--- src/rtl/fetch_unit.sv ---
// rtl/fetch_unit.sv - program counter, branch-target LUT and run/halt sequencing for the 9-bit core
module fetch_unit #(
  parameter int unsigned          PC_W       = 10,
  parameter int unsigned          LUT_N      = 16,
  parameter logic [PC_W-1:0]      START_ADDR = '0,
  localparam int unsigned         IDX_W      = $clog2(LUT_N)
) (
  input  logic             Clk,
  input  logic             Reset,
  input  logic             Start,
  input  logic             Halt,
  input  logic             Jump,
  input  logic             BranchEn,
  input  logic             CondFlag,
  input  logic [IDX_W-1:0] TargetIdx,
  input  logic             LutWe,
  input  logic [IDX_W-1:0] LutAddr,
  input  logic [PC_W-1:0]  LutData,
  output logic [PC_W-1:0]  ProgCtr,
  output logic             Running,
  output logic             Done,
  output logic [15:0]      RetireCnt
);

  typedef enum logic [1:0] {
    IDLE = 2'd0,
    RUN  = 2'd1,
    DONE = 2'd2
  } state_t;

  state_t          state, state_next;
  logic [PC_W-1:0] lut [LUT_N];
  logic [PC_W-1:0] pc_next;
  logic            redirect;
  logic            launch;
  logic            retire;

  always_ff @(posedge Clk) begin
    if (Reset) state <= IDLE;
    else       state <= state_next;
  end

  always_comb begin
    state_next = state;
    launch     = 1'b0;
    retire     = 1'b0;
    case (state)
      IDLE: if (Start) begin
        state_next = RUN;
        launch     = 1'b1;
      end
      RUN: begin
        if (Halt) state_next = DONE;
        else      retire     = 1'b1;
      end
      DONE: if (Start) begin
        state_next = RUN;
        launch     = 1'b1;
      end
      default: state_next = IDLE;
    endcase
  end

  // The LUT read happens before the edge, so a same-cycle write is not seen by the redirect.
  assign redirect = Jump | (BranchEn & CondFlag);
  assign pc_next  = redirect ? lut[TargetIdx] : ProgCtr + PC_W'(1);

  always_ff @(posedge Clk) begin
    if (Reset) begin
      ProgCtr   <= '0;
      RetireCnt <= '0;
    end else if (launch) begin
      ProgCtr   <= START_ADDR;
      RetireCnt <= '0;
    end else if (retire) begin
      ProgCtr <= pc_next;
      if (RetireCnt != 16'hFFFF) RetireCnt <= RetireCnt + 16'd1;
    end
  end

  always_ff @(posedge Clk) begin
    if (Reset) begin
      for (int i = 0; i < LUT_N; i++) lut[i] <= '0;
    end else if (LutWe) begin
      lut[LutAddr] <= LutData;
    end
  end

  assign Running = (state == RUN);
  assign Done    = (state == DONE);

endmodule
--- config.mk ---
export PLATFORM = sky130hd
export DESIGN_NAME = fetch_unit
export DESIGN_NICKNAME = d
export VERILOG_FILES = /design/src/rtl/fetch_unit.sv
export SDC_FILE = /design/constraint.sdc
export NUM_CORES = 1
export LEC_CHECK = 0
export ABC_AREA = 0
export CORE_MARGIN = 2
export CORE_UTILIZATION = 55
export CTS_CLUSTER_SIZE = 12
export DETAILED_ROUTE_END_ITERATION = 16
export PLACE_DENSITY = 0.77
export SETUP_SLACK_MARGIN = 0.02
export SYNTH_ARGS = -nofsm -noshare
export SYNTH_HDL_FRONTEND = slang
export SYNTH_SLANG_ARGS = --single-unit
--- constraint.sdc ---
create_clock -name Clk -period 5.6 [get_ports Clk]
set_input_delay 0.84 -clock Clk [delete_from_list [all_inputs] [get_ports Clk]]
set_output_delay 0.84 -clock Clk [all_outputs]
set_load 0.01 [all_outputs]
Word level (Yosys, flattened, before mapping)
Memory sizes are Yosys's and may differ from the RTL's.
Index checks and enable logic that the tools add are counted.
{ "word_totals": {"reg_bits": 28, "ram_bits": 160, "out_inout_bits": 28, "wordCells": 35, "mem_count": 1} }
{ "mem_list": {"columns": ["name", "depth", "word_bits", "read_ports", "rd_clocked_by_memory_dff", "wr", "line_no", "source"], "rows": [
  ["lut", 16, 10, 1, 0, 16, "32", "logic [PC_W-1:0] lut [LUT_N];"]
]} }
{ "op_classes": {"addsub": 2, "eq_ne": 5, "mux": 16, "n_bitwise": 2, "reduce_logical": 6} }
{ "ops": {"columns": ["op", "n"], "rows": [
  ["two-way mux 10 bit", 2],
  ["adder 16 x 1 -> 16 bit, second input constant", 1],
  ["!= test 16 bit, second input constant", 1],
  ["adder 10 x 1 -> 10 bit, second input constant", 1],
  ["two-way mux 1 bit", 10],
  ["OR reduction 10 bit", 1],
  ["two-way mux 2 bit", 2],
  ["two-way mux 4 bit", 1],
  ["case mux 2 bit (2 select lines)", 1],
  ["AND reduction 2 bit", 2],
  ["OR reduction 2 bit", 2],
  ["== test 2 x 1 -> 1 bit, second input constant", 1],
  ["== test 2 bit, second input constant", 1],
  ["zero test 2 bit", 1],
  ["!= test 2 x 1 -> 1 bit, second input constant", 1],
  ["!= test 2 bit, second input constant", 1],
  ["AND 1 bit", 1],
  ["bitwise OR 1 bit", 1]
]} }

Depth between registers and ports, before layout
Gate-level depths: netlist of run 1.
{ "depth": {"word_depth": 5, "mapped_depth": 8, "mapped_depth_nobuf": 6} }

Worst setup path before layout of run 1
OpenSTA, ideal clock, no wires.
{ "synth_timing": {"path_kind": "in2reg", "start": "in TargetIdx[0]", "end": "reg ProgCtr[0]", "setup_ns": 0.128, "arrival_time_ns": 2.342, "t_required_ns": 5.472, "path_slack_ns": 3.130, "cell_stages": 7, "cell_sequence": "buf_2 -> buf_2 -> mux4_2 -> mux2i_1 -> mux2i_1 -> a221oi_1 -> nor2_1"} }
{ "synth_between": {"elab_chain_len": 2} }
{ "synth_rtl": {"columns": ["item", "line_no", "source"], "rows": [
  ["start, declared", "15", "input logic [IDX_W-1:0] TargetIdx,"],
  ["memory read (16 x 10 bit)", null, null],
  ["two-way mux 10 bit", "66", "assign pc_next = redirect ? lut[TargetIdx] : ProgCtr + PC_W'(1);"],
  ["end signal, assigned", "76", "ProgCtr <= pc_next;"],
  ["end, declared", "19", "output logic [PC_W-1:0] ProgCtr,"]
]} }
Every way passes these cells.
A chain may end at the register's enable or synchronous reset.

==> metrics, run 1 <==
Netlist cell types 57; hold path depth 2; post-DP HPWL 13,600 um; number of global-route vias before repair 5,491; largest net degree at the start of global routing 29; post-synth top area cell edfxtp_1; Synth Instances roughly 660; PortBufs 53; hold endpoint RetireCnt[9]$_SDFFE_PP0P_; Placeable Area around 16,000 um^2; Seq/Total Area, Yosys 60.4%; grt ovf 0; gp weighted congestion roughly 0.81; min-delay src RetireCnt[9]$_SDFFE_PP0P_; Worst R2R End RetireCnt[15]$_SDFFE_PP0P_; post-CTS sizing 0; Final Setup Violations 0; Avg Cell Area, Syn 13.5 um^2; DR vias/cell 6.10; P&R area growth vs syn 13.9%; power per cell area about 310 nW/um^2; vias roughly 5,600; Root Buffer clkbuf_16; worst rel slew slack 19.2%; TritonRoute pass-1 iters 5; H-tree depth 4; worst path arrival time 3.43 ns; status completed; total CTS buffers 17; layout cells sized above 1 14.4%; CTS tree built; Cell Area, Synth 8880 um^2; Avg WL per Cell 22.1 um; clock sinks about 190; Internal 2.47 mW; Lkg Pwr 3.49 nW; Sum Neg Setup Slack 0 ns; Die Y 131 um; design area 10,100 um^2; flops & latches, synth 188; antenna violations before repair 0; I/O pin count 54; Die ar. 17,200 um^2; filler cell count 1,186; Seq pwr share 51.7%; synth warn 0; Final Cycle Share between 50 and 60%; Reg clk slew, reported paths 0.06 ns; dpl ws 1.84 ns; CP max FO 22; row cnt 46; initial DRC count 516; first-pass GRT wire length 31,200 um; Worst EP required 5.70 ns; Peak VDD IR 245 uV; Post-Route WL 20,200 um; Clock Skew between 0.005 and 0.006 ns; hold slack 0.496 ns; Worst setup EP type register; maximum clock path buffer count 2; Worst Max-Slew Pin Slew 1.20 ns; Max Freq between 300 and 400 MHz; Startpoint Class input port; Final Hold Fails 0; ANT cells 0; post-synth net total 686; RR Startpoint state[1]$_SDFFE_PP0P_; CTS Hold Buffers Added 0; die width 131 um; Initial Util 56.1%; Switching Fraction between 20% and 30%; maxcap violations 0; Clock Latency Late Sink 0.43 ns; reg2reg setup slack 3.50 ns; async set-reset flop share out of synthesis 0%; HP Class reg2reg; global-route usage over all layers about a quarter; Setup Fix Bufs, Post-CTS 0; DRC violations left 0; number of cells on the worst reg-to-reg path 5; RSZ-0062 raised after global routing no; minimum clock period 3.33 ns; Yosys top cell area share 54.1%; synth top area cells edfxtp_1 (54%), and2_1 (11%), mux4_2 (9.9%); power share of the combinational group 7.6%; number of synthesized flops with an enable pin 160; clock power share approximately 41%; worst setup slack after layout 2.27 ns; Final nets roughly 710; top_reg_cell synth edfxtp_1; critical setup path kind in2reg; Routed Antenna Nets 0; Final Max Tran Viols 0; sw power 0.653 mW; Placed Area 9500 um^2
-- worst max-delay path, stage by stage --
cell and delay, ns:
clkdlybuf4s50_1 0.40, buf_4 0.20, nand2b_1 0.19, or3_1 0.40, nor3_1 0.94, or2_2 0.45
-- worst max-delay path by stage --
| stage | from | cells past startpoint | end |
|---|---|---|---|
| finish | Reset | 6 | lut[0][6]$_SDFFCE_PN0P_ |
| global route | Reset | 6 | lut[0][6]$_SDFFCE_PN0P_ |
| CTS | Reset | 6 | lut[0][6]$_SDFFCE_PN0P_ |
| detailed placement | Reset | 6 | lut[0][9]$_SDFFCE_PN0P_ |
| global placement | Reset | 6 | lut[0][2]$_SDFFCE_PN0P_ |
| floorplan | TargetIdx[0] | 7 | ProgCtr[0]$_SDFFE_PP0P_ |
-- power by group through the flow --
stage	sequential [mW]	combinational (mW)	clock (mW)
2_1_floorplan	1.63	0.152	0
3_3_place_gp	1.64	0.233	0
3_5_place_dp	1.64	0.238	0
4_1_cts	1.61	0.239	1.27
5_1_grt	1.62	0.255	1.33
6_report	1.61	0.239	1.27
-- cell usage after synthesis (all sizes together), types with 6 or more instances --
cell type  instances
clkbuf            38
buf               13
or2               17
nand2             20
xor2               6
and2             162
a21oi             14
mux4              39
nor3              12
mux2i             20
nand3             14
o21ai             11
dfxtp             28
edfxtp           160
nor2              35
-- kinds of logic after synthesis --
group / Yosys count / synth area share [%]
multiplexers: 62 / 12.5
AO/OA/AOI/OAI: 49 / 3.85
XOR/XNOR: 11 / 1.08
buffers and inverters: 54 / 2.65
adder cells (fa/ha/maj): 2 / 0.282
AND/OR/NAND/NOR: 292 / 19.2
flip-flops: 188 / 60.4
-- cell type report --
cell class | count | area [um^2] | share of cell area (%)
Sequential cell | 188 | 5370 | 53.1
Multi-Input combinational cell | 416 | 3280 | 32.4
Inverter | 3 | 11.3 | 0.111
Timing Repair Buffer | 60 | 578 | 5.72
Clock inverter | 9 | 173 | 1.71
Tap cell | 216 | 270 | 2.67
Clock buffer | 19 | 433 | 4.28
-- sequential cells by signal (all words and copies together), names as in the netlist --
register   flops
lut          160
state          2
RetireCnt     16
ProgCtr       10
-- metrics by stage --
stage / utilization [%] / power, mW / cells
CTS: 63.9 / 3.12 / 911
floorplan: - / 1.78 / 658
finish: 63.9 / 3.12 / 911
detailed placement: 60.0 / 1.88 / 883
global placement: 60.0 / 1.87 / 883
global route: 63.9 / 3.20 / 911
-- cells in the final DEF (no fill, tap or decap), types with 2 or more instances in the layout --
cell and n:
a21oi_1 14, a221oi_1 3, and2_1 162, and3_1 3, buf_4 7, bufinv_16 5, clkbuf_1 2, clkbuf_16 17
clkdlybuf4s50_1 52, clkinv_2 3, dfxtp_1 28, edfxtp_1 160, ha_1 2, inv_1 3, mux2_2 3, mux2i_1 20
mux4_2 39, nand2_1 20, nand2b_1 4, nand3_1 14, nand3b_1 2, nand4_1 4, nor2_1 35, nor3_1 11
nor4_1 2, o2111ai_1 3, o211ai_1 2, o21ai_0 8, o21ai_1 2, o221a_1 2, o221ai_1 3, or2_2 17
or3_1 4, or4_1 4, xnor2_1 5, xor2_1 6
-- metal layers --
metal  global-route usage [%]  wire [um]
met5                        0          0
met4                     11.1        612
met3                     5.60       1770
met2                     41.5       9920
met1                     32.9       7850
No activity file was read; power rests on OpenSTA's default activity.
==> inputs of run 2 (changes only) <==
CORE_UTILIZATION = 54   (was 55)
PLACE_DENSITY = 0.78   (was 0.77)
clock period = 2.95 ns   (was 5.6 ns; I/O delays follow)
==> run 2 against run 1 <==
Against the previous run:
- global-route usage decreased by 1.0 points
- power increased by 83%
- clock power increased by 72%
- critical path type unchanged
- largest power group unchanged
- sequential share of layout area decreased by 0.89 points
- hold slack improved by 0.012 ns
==> metrics, run 2 (synthesis results as in run 1) <==
status completed; Worst EP required around 3.3 ns; CTS Hold Buffers Added 0; die width 132 um; Clock Latency Late Sink 0.43 ns; RSZ-0062 raised after global routing no; Die Y 132 um; vias around 5,600; Setup Fix Bufs, Post-CTS 0; power per cell area approximately 560 nW/um^2; Met3 Wirelength 1590 um; FF+latch area 5370 um^2; Lkg Pwr 3.61 nW; Final Cycle Share 76.6%; DRC violations left 0; total CTS buffers 17; Final Max Tran Viols 0; maximum clock path buffer count 2; largest net degree at the start of global routing 29; Placeable Area between 15,000 and 20,000 um^2; Largest regs lut x160, RetireCnt x16, ProgCtr x10; DR vias/cell 5.92; reg2reg setup slack 1.01 ns; CP max FO 7; Sum Neg Setup Slack 0 ns; Avg WL per Cell 21.5 um; minimum clock period 2.26 ns; commonest cells after routing, fill and taps aside and2_1 (162), edfxtp_1 (160), clkdlybuf4s50_1 (52), mux4_2 (39), nor2_1 (35); Routed Antenna Nets 0; Startpoint Class input port; Final Util 64.3%; Worst R2R End RetireCnt[1]$_SDFFE_PP0P_; filler cell count about 1,200; CTS tree built; post-DP HPWL between 10,000 and 15,000 um; routed wl met2 10,000 um; Post-Route WL 20,200 um; global-route usage over all layers 24.3%; gp weighted congestion 0.813; Root Buffer clkbuf_16; Max Freq 442 MHz; post-CTS sizing 0; HP Class reg2reg; first-pass GRT wire length approximately 32,000 um; min-delay src RetireCnt[9]$_SDFFE_PP0P_; P&R area growth vs syn 15.8%; RR Startpoint RetireCnt[0]$_SDFFE_PP0P_; number of global-route vias before repair approximately 5,600; crit path from TargetIdx[2]; Worst setup EP type register; grt ovf 0; placed insts 909; Final Hold Fails 0; worst rel slew slack about half; row cnt 46; max reg flops 160; maxcap violations 0; ANT cells 0; Clock Skew around 0.007 ns; Final Setup Violations 0; number of cells on the worst reg-to-reg path 6; TritonRoute pass-1 iters 5; PortBufs 53; most common cell after layout, fill and taps aside and2_1; Final nets 740; multi-input logic area about 3300 um^2; hold slack 0.508 ns; worst path arrival time 2.57 ns; Peak VDD IR roughly 440 uV; Die ar. 17,500 um^2; layout cells sized above 1 17.4%; DR top layer met4; antenna violations before repair 0; H-tree depth 4; largest register by flop count lut; critical setup path kind in2reg; Reg clk slew, reported paths around 0.07 ns; fin cells 941; Worst Max-Slew Pin Slew 0.766 ns; initial DRC count just over 500; clock sinks approximately 190; hold path depth 2; Initial Util 55.5%; hold endpoint RetireCnt[9]$_SDFFE_PP0P_; Routed met1 length 8270 um; I/O pin count 54
## run 2: where the power goes
group | switching [mW] | internal (mW)
logic | 0.261 | 0.209
registers | 0.0481 | 3.01
clock network | 0.953 | 1.24
total | 1.26 | 4.46
## run 2: how the worst max path moves through the flow
stage	to	cells after the start
2_1_floorplan	ProgCtr[0]$_SDFFE_PP0P_	7
3_3_place_gp	ProgCtr[4]$_SDFFE_PP0P_	6
3_5_place_dp	ProgCtr[7]$_SDFFE_PP0P_	5
4_1_cts	ProgCtr[7]$_SDFFE_PP0P_	5
5_1_grt	lut[0][2]$_SDFFCE_PN0P_	5
6_report	ProgCtr[7]$_SDFFE_PP0P_	5
## run 2: layout make-up
type | count | area share [%]
Clock buffer | 19 | 4.21
Clock inverter | 13 | 1.22
Inverter | 3 | 0.110
Multi-Input combinational cell | 416 | 31.9
Sequential cell | 188 | 52.2
Tap cell | 216 | 2.63
Timing Repair Buffer | 86 | 7.76
## run 2: per-layer routing
layer | vias to the layer above | GRT usage [%]
met1 | 2775 | 31.8
met3 | 26 | 7.15
met2 | 258 | 39.9
met5 | - | 0
met4 | 0 | 6.99
li1 | 2513 | -
## run 2: stage by stage
stage	power [mW]	area, um^2	setup WS [ns]
3_5_place_dp	3.58	9720	0.321
5_1_grt	5.89	10300	0.696
3_3_place_gp	3.57	9720	0.398
2_1_floorplan	3.38	8880	0.877
6_report	5.72	10300	0.689
4_1_cts	5.74	10300	0.772
## run 2: worst max-delay path: stages
cell and delay [ns]:
clkdlybuf4s50_1 0.81, mux4_2 0.58, o2111ai_1 0.39, o311a_1 0.25, o32ai_1 0.08
==> inputs of run 3 (changes only) <==
CORE_UTILIZATION = 55   (was 54)
PLACE_DENSITY = 0.77   (was 0.78)
clock period = 2.2 ns   (was 2.95 ns; I/O delays follow)
==> run 3 against run 2 <==
Against the previous run:
- critical path depth grew 1
- setup slack lost 0.45 ns
- global-route usage grew 1.4 points
- clock-buffer cell count grew 1
- wire length grew 2.0%
- utilization grew 1.4 points
- combinational power grew 44%
- via count grew 2.7%
- die area shrank 1.8%
- hold slack lost 0.0042 ns
- first-iteration DRC count grew 26%
- largest power group unchanged
==> metrics, run 3 (synthesis results as in run 1) <==
critical setup path kind reg2reg; reg2reg setup slack between 0.2 and 0.25 ns; hold path depth 2; min-delay src RetireCnt[9]$_SDFFE_PP0P_; filler cell count about 1,100; Lkg Pwr 3.69 nW; GRT Max-Usage Layer met2; RR Startpoint RetireCnt[0]$_SDFFE_PP0P_; CP Cell Sequence ha_1 > inv_1 > or4_4 > o21ai_4 > mux2i_1 > nor2_1; global-route usage over all layers 25.7%; row cnt 46; die width 131 um; largest register by flop count lut; vias 5,722; gp weighted congestion approximately 0.86; Clock Latency Late Sink 0.44 ns; DR vias/cell between 5 and 6; max reg flops 160; P&R area growth vs syn 17.0%; RSZ-0062 raised after global routing no; CP max FO 9; Final Hold Fails 0; total CTS buffers 17; power per cell area 719 nW/um^2; largest net degree at the start of global routing 22; layout cells sized above 1 around a fifth; post-DP HPWL about 14,000 um; DRC violations left 0; hold endpoint RetireCnt[9]$_SDFFE_PP0P_; first-pass GRT wire length 31,600 um; most common cell after layout, fill and taps aside and2_1; post-CTS sizing 0; Final Cycle Share 89.0%; Reg clk slew, reported paths 0.06 ns; placed insts 928; number of global-route vias before repair about 5,500; fin cells about 950; Final Max Tran Viols 0; HP Class reg2reg; Avg WL per Cell 21.6 um; Peak VDD IR 548 uV; TritonRoute pass-1 iters 5; Placeable Area about 16,000 um^2; Routed Antenna Nets 0; Die Y 131 um; minimum clock period 1.96 ns; Final Setup Violations 0; maximum clock path buffer count 2; Root Buffer clkbuf_16; slowest stage cell on the critical path or4_4; clock sinks 188; Die ar. 17,200 um^2; initial DRC count 648; CTS tree built; Post-Route WL 20,600 um; Worst Max-Slew Pin Slew 0.733 ns; commonest cells after routing, fill and taps aside and2_1 (162), edfxtp_1 (160), clkdlybuf4s50_1 (52), buf_4 (47), mux4_2 (39); Largest regs lut x160, RetireCnt x16, ProgCtr x10; M1 GR Usage 35.1%; slowest cell delay on critical path roughly 0.6 ns; Final Util 65.7%; Final nets 759; Worst EP required around 2.5 ns; I/O pin count 54; Setup Fix Bufs, Post-CTS 0; grt ovf 0; number of cells on the worst reg-to-reg path 6; Clock Skew 0.00755 ns; CTS Hold Buffers Added 0; status completed; Worst setup EP type register; ANT cells 0; worst rel slew slack 51.0%; Startpoint Class register; Initial Util 56.1%; worst path arrival time 2.28 ns; Max Freq 510 MHz; met2 Resource Use GR around 40%; met3 global-route usage 5.44%; Worst R2R End RetireCnt[1]$_SDFFE_PP0P_; maxcap violations 0; antenna violations before repair 0; PortBufs 53; H-tree depth 4
## run 3: cell types whose count changed in the layout (fill, tap and decap cells not counted), sizes merged
cell and delta:
clkinvlp -3, inv -1, bufinv -1, buf +19, clkbuf +1, clkinv -2
## run 3: stage by stage
stage	TNS [ns]	setup WS [ns]	hold slack (ns)	cell area [um^2]	total power, mW
after floorplan	0	0.240	0.478	8880	4.53
after global placement	-0.0151	-0.0151	0.473	9900	4.82
after detailed placement	-0.0691	-0.0297	0.490	9900	4.85
after CTS	0	0.246	0.500	10400	7.48
after global routing	0	0.123	0.525	10400	7.68
final	0	0.241	0.504	10400	7.47
## run 3: worst max-delay path: cells and delay by family (launching register included)
family	cells	cell delay, ns
AND/OR/NAND/NOR	2	0.65
flip-flops	1	0.42
AO/OA/AOI/OAI	1	0.27
multiplexers	1	0.23
adder cells (fa/ha/maj)	1	0.19
buffers and inverters	1	0.08
## run 3: worst max-delay path by stage
| stage | from | to | cells after the start |
|---|---|---|---|
| detailed placement | TargetIdx[2] | ProgCtr[4]$_SDFFE_PP0P_ | 7 |
| global route | RetireCnt[2]$_SDFFE_PP0P_ | RetireCnt[1]$_SDFFE_PP0P_ | 5 |
| global placement | TargetIdx[1] | ProgCtr[8]$_SDFFE_PP0P_ | 8 |
| CTS | RetireCnt[0]$_SDFFE_PP0P_ | RetireCnt[1]$_SDFFE_PP0P_ | 6 |
| floorplan | TargetIdx[0] | ProgCtr[0]$_SDFFE_PP0P_ | 7 |
| finish | RetireCnt[0]$_SDFFE_PP0P_ | RetireCnt[1]$_SDFFE_PP0P_ | 6 |
## run 3: final cells by class
cell class              count  area, um^2  share of cell area (%)
clock buffers              20         437                    4.20
inverters                   3        11.3                   0.108
multi-input cells         416        3280                    31.6
repair buffers            105         978                    9.41
flip-flops and latches    188        5370                    51.6
clock inverters             6        52.6                   0.506
well taps                 216         270                    2.60
## run 3: metal layers
layer	vias to the layer above	part of all wire [%]
met3	41	8.5
met5	-	0
met4	0	3.3
met1	2832	41
met2	296	48
li1	2553	-
## run 3: where the power goes
| group | internal, mW | switching [mW] | leakage (nW) |
|---|---|---|---|
| Combinational | 0.312 | 0.366 | 1.70 |
| Clock | 1.50 | 1.19 | 0.242 |
| Sequential | 4.04 | 0.0603 | 1.75 |
| Total | 5.85 | 1.61 | 3.69 |
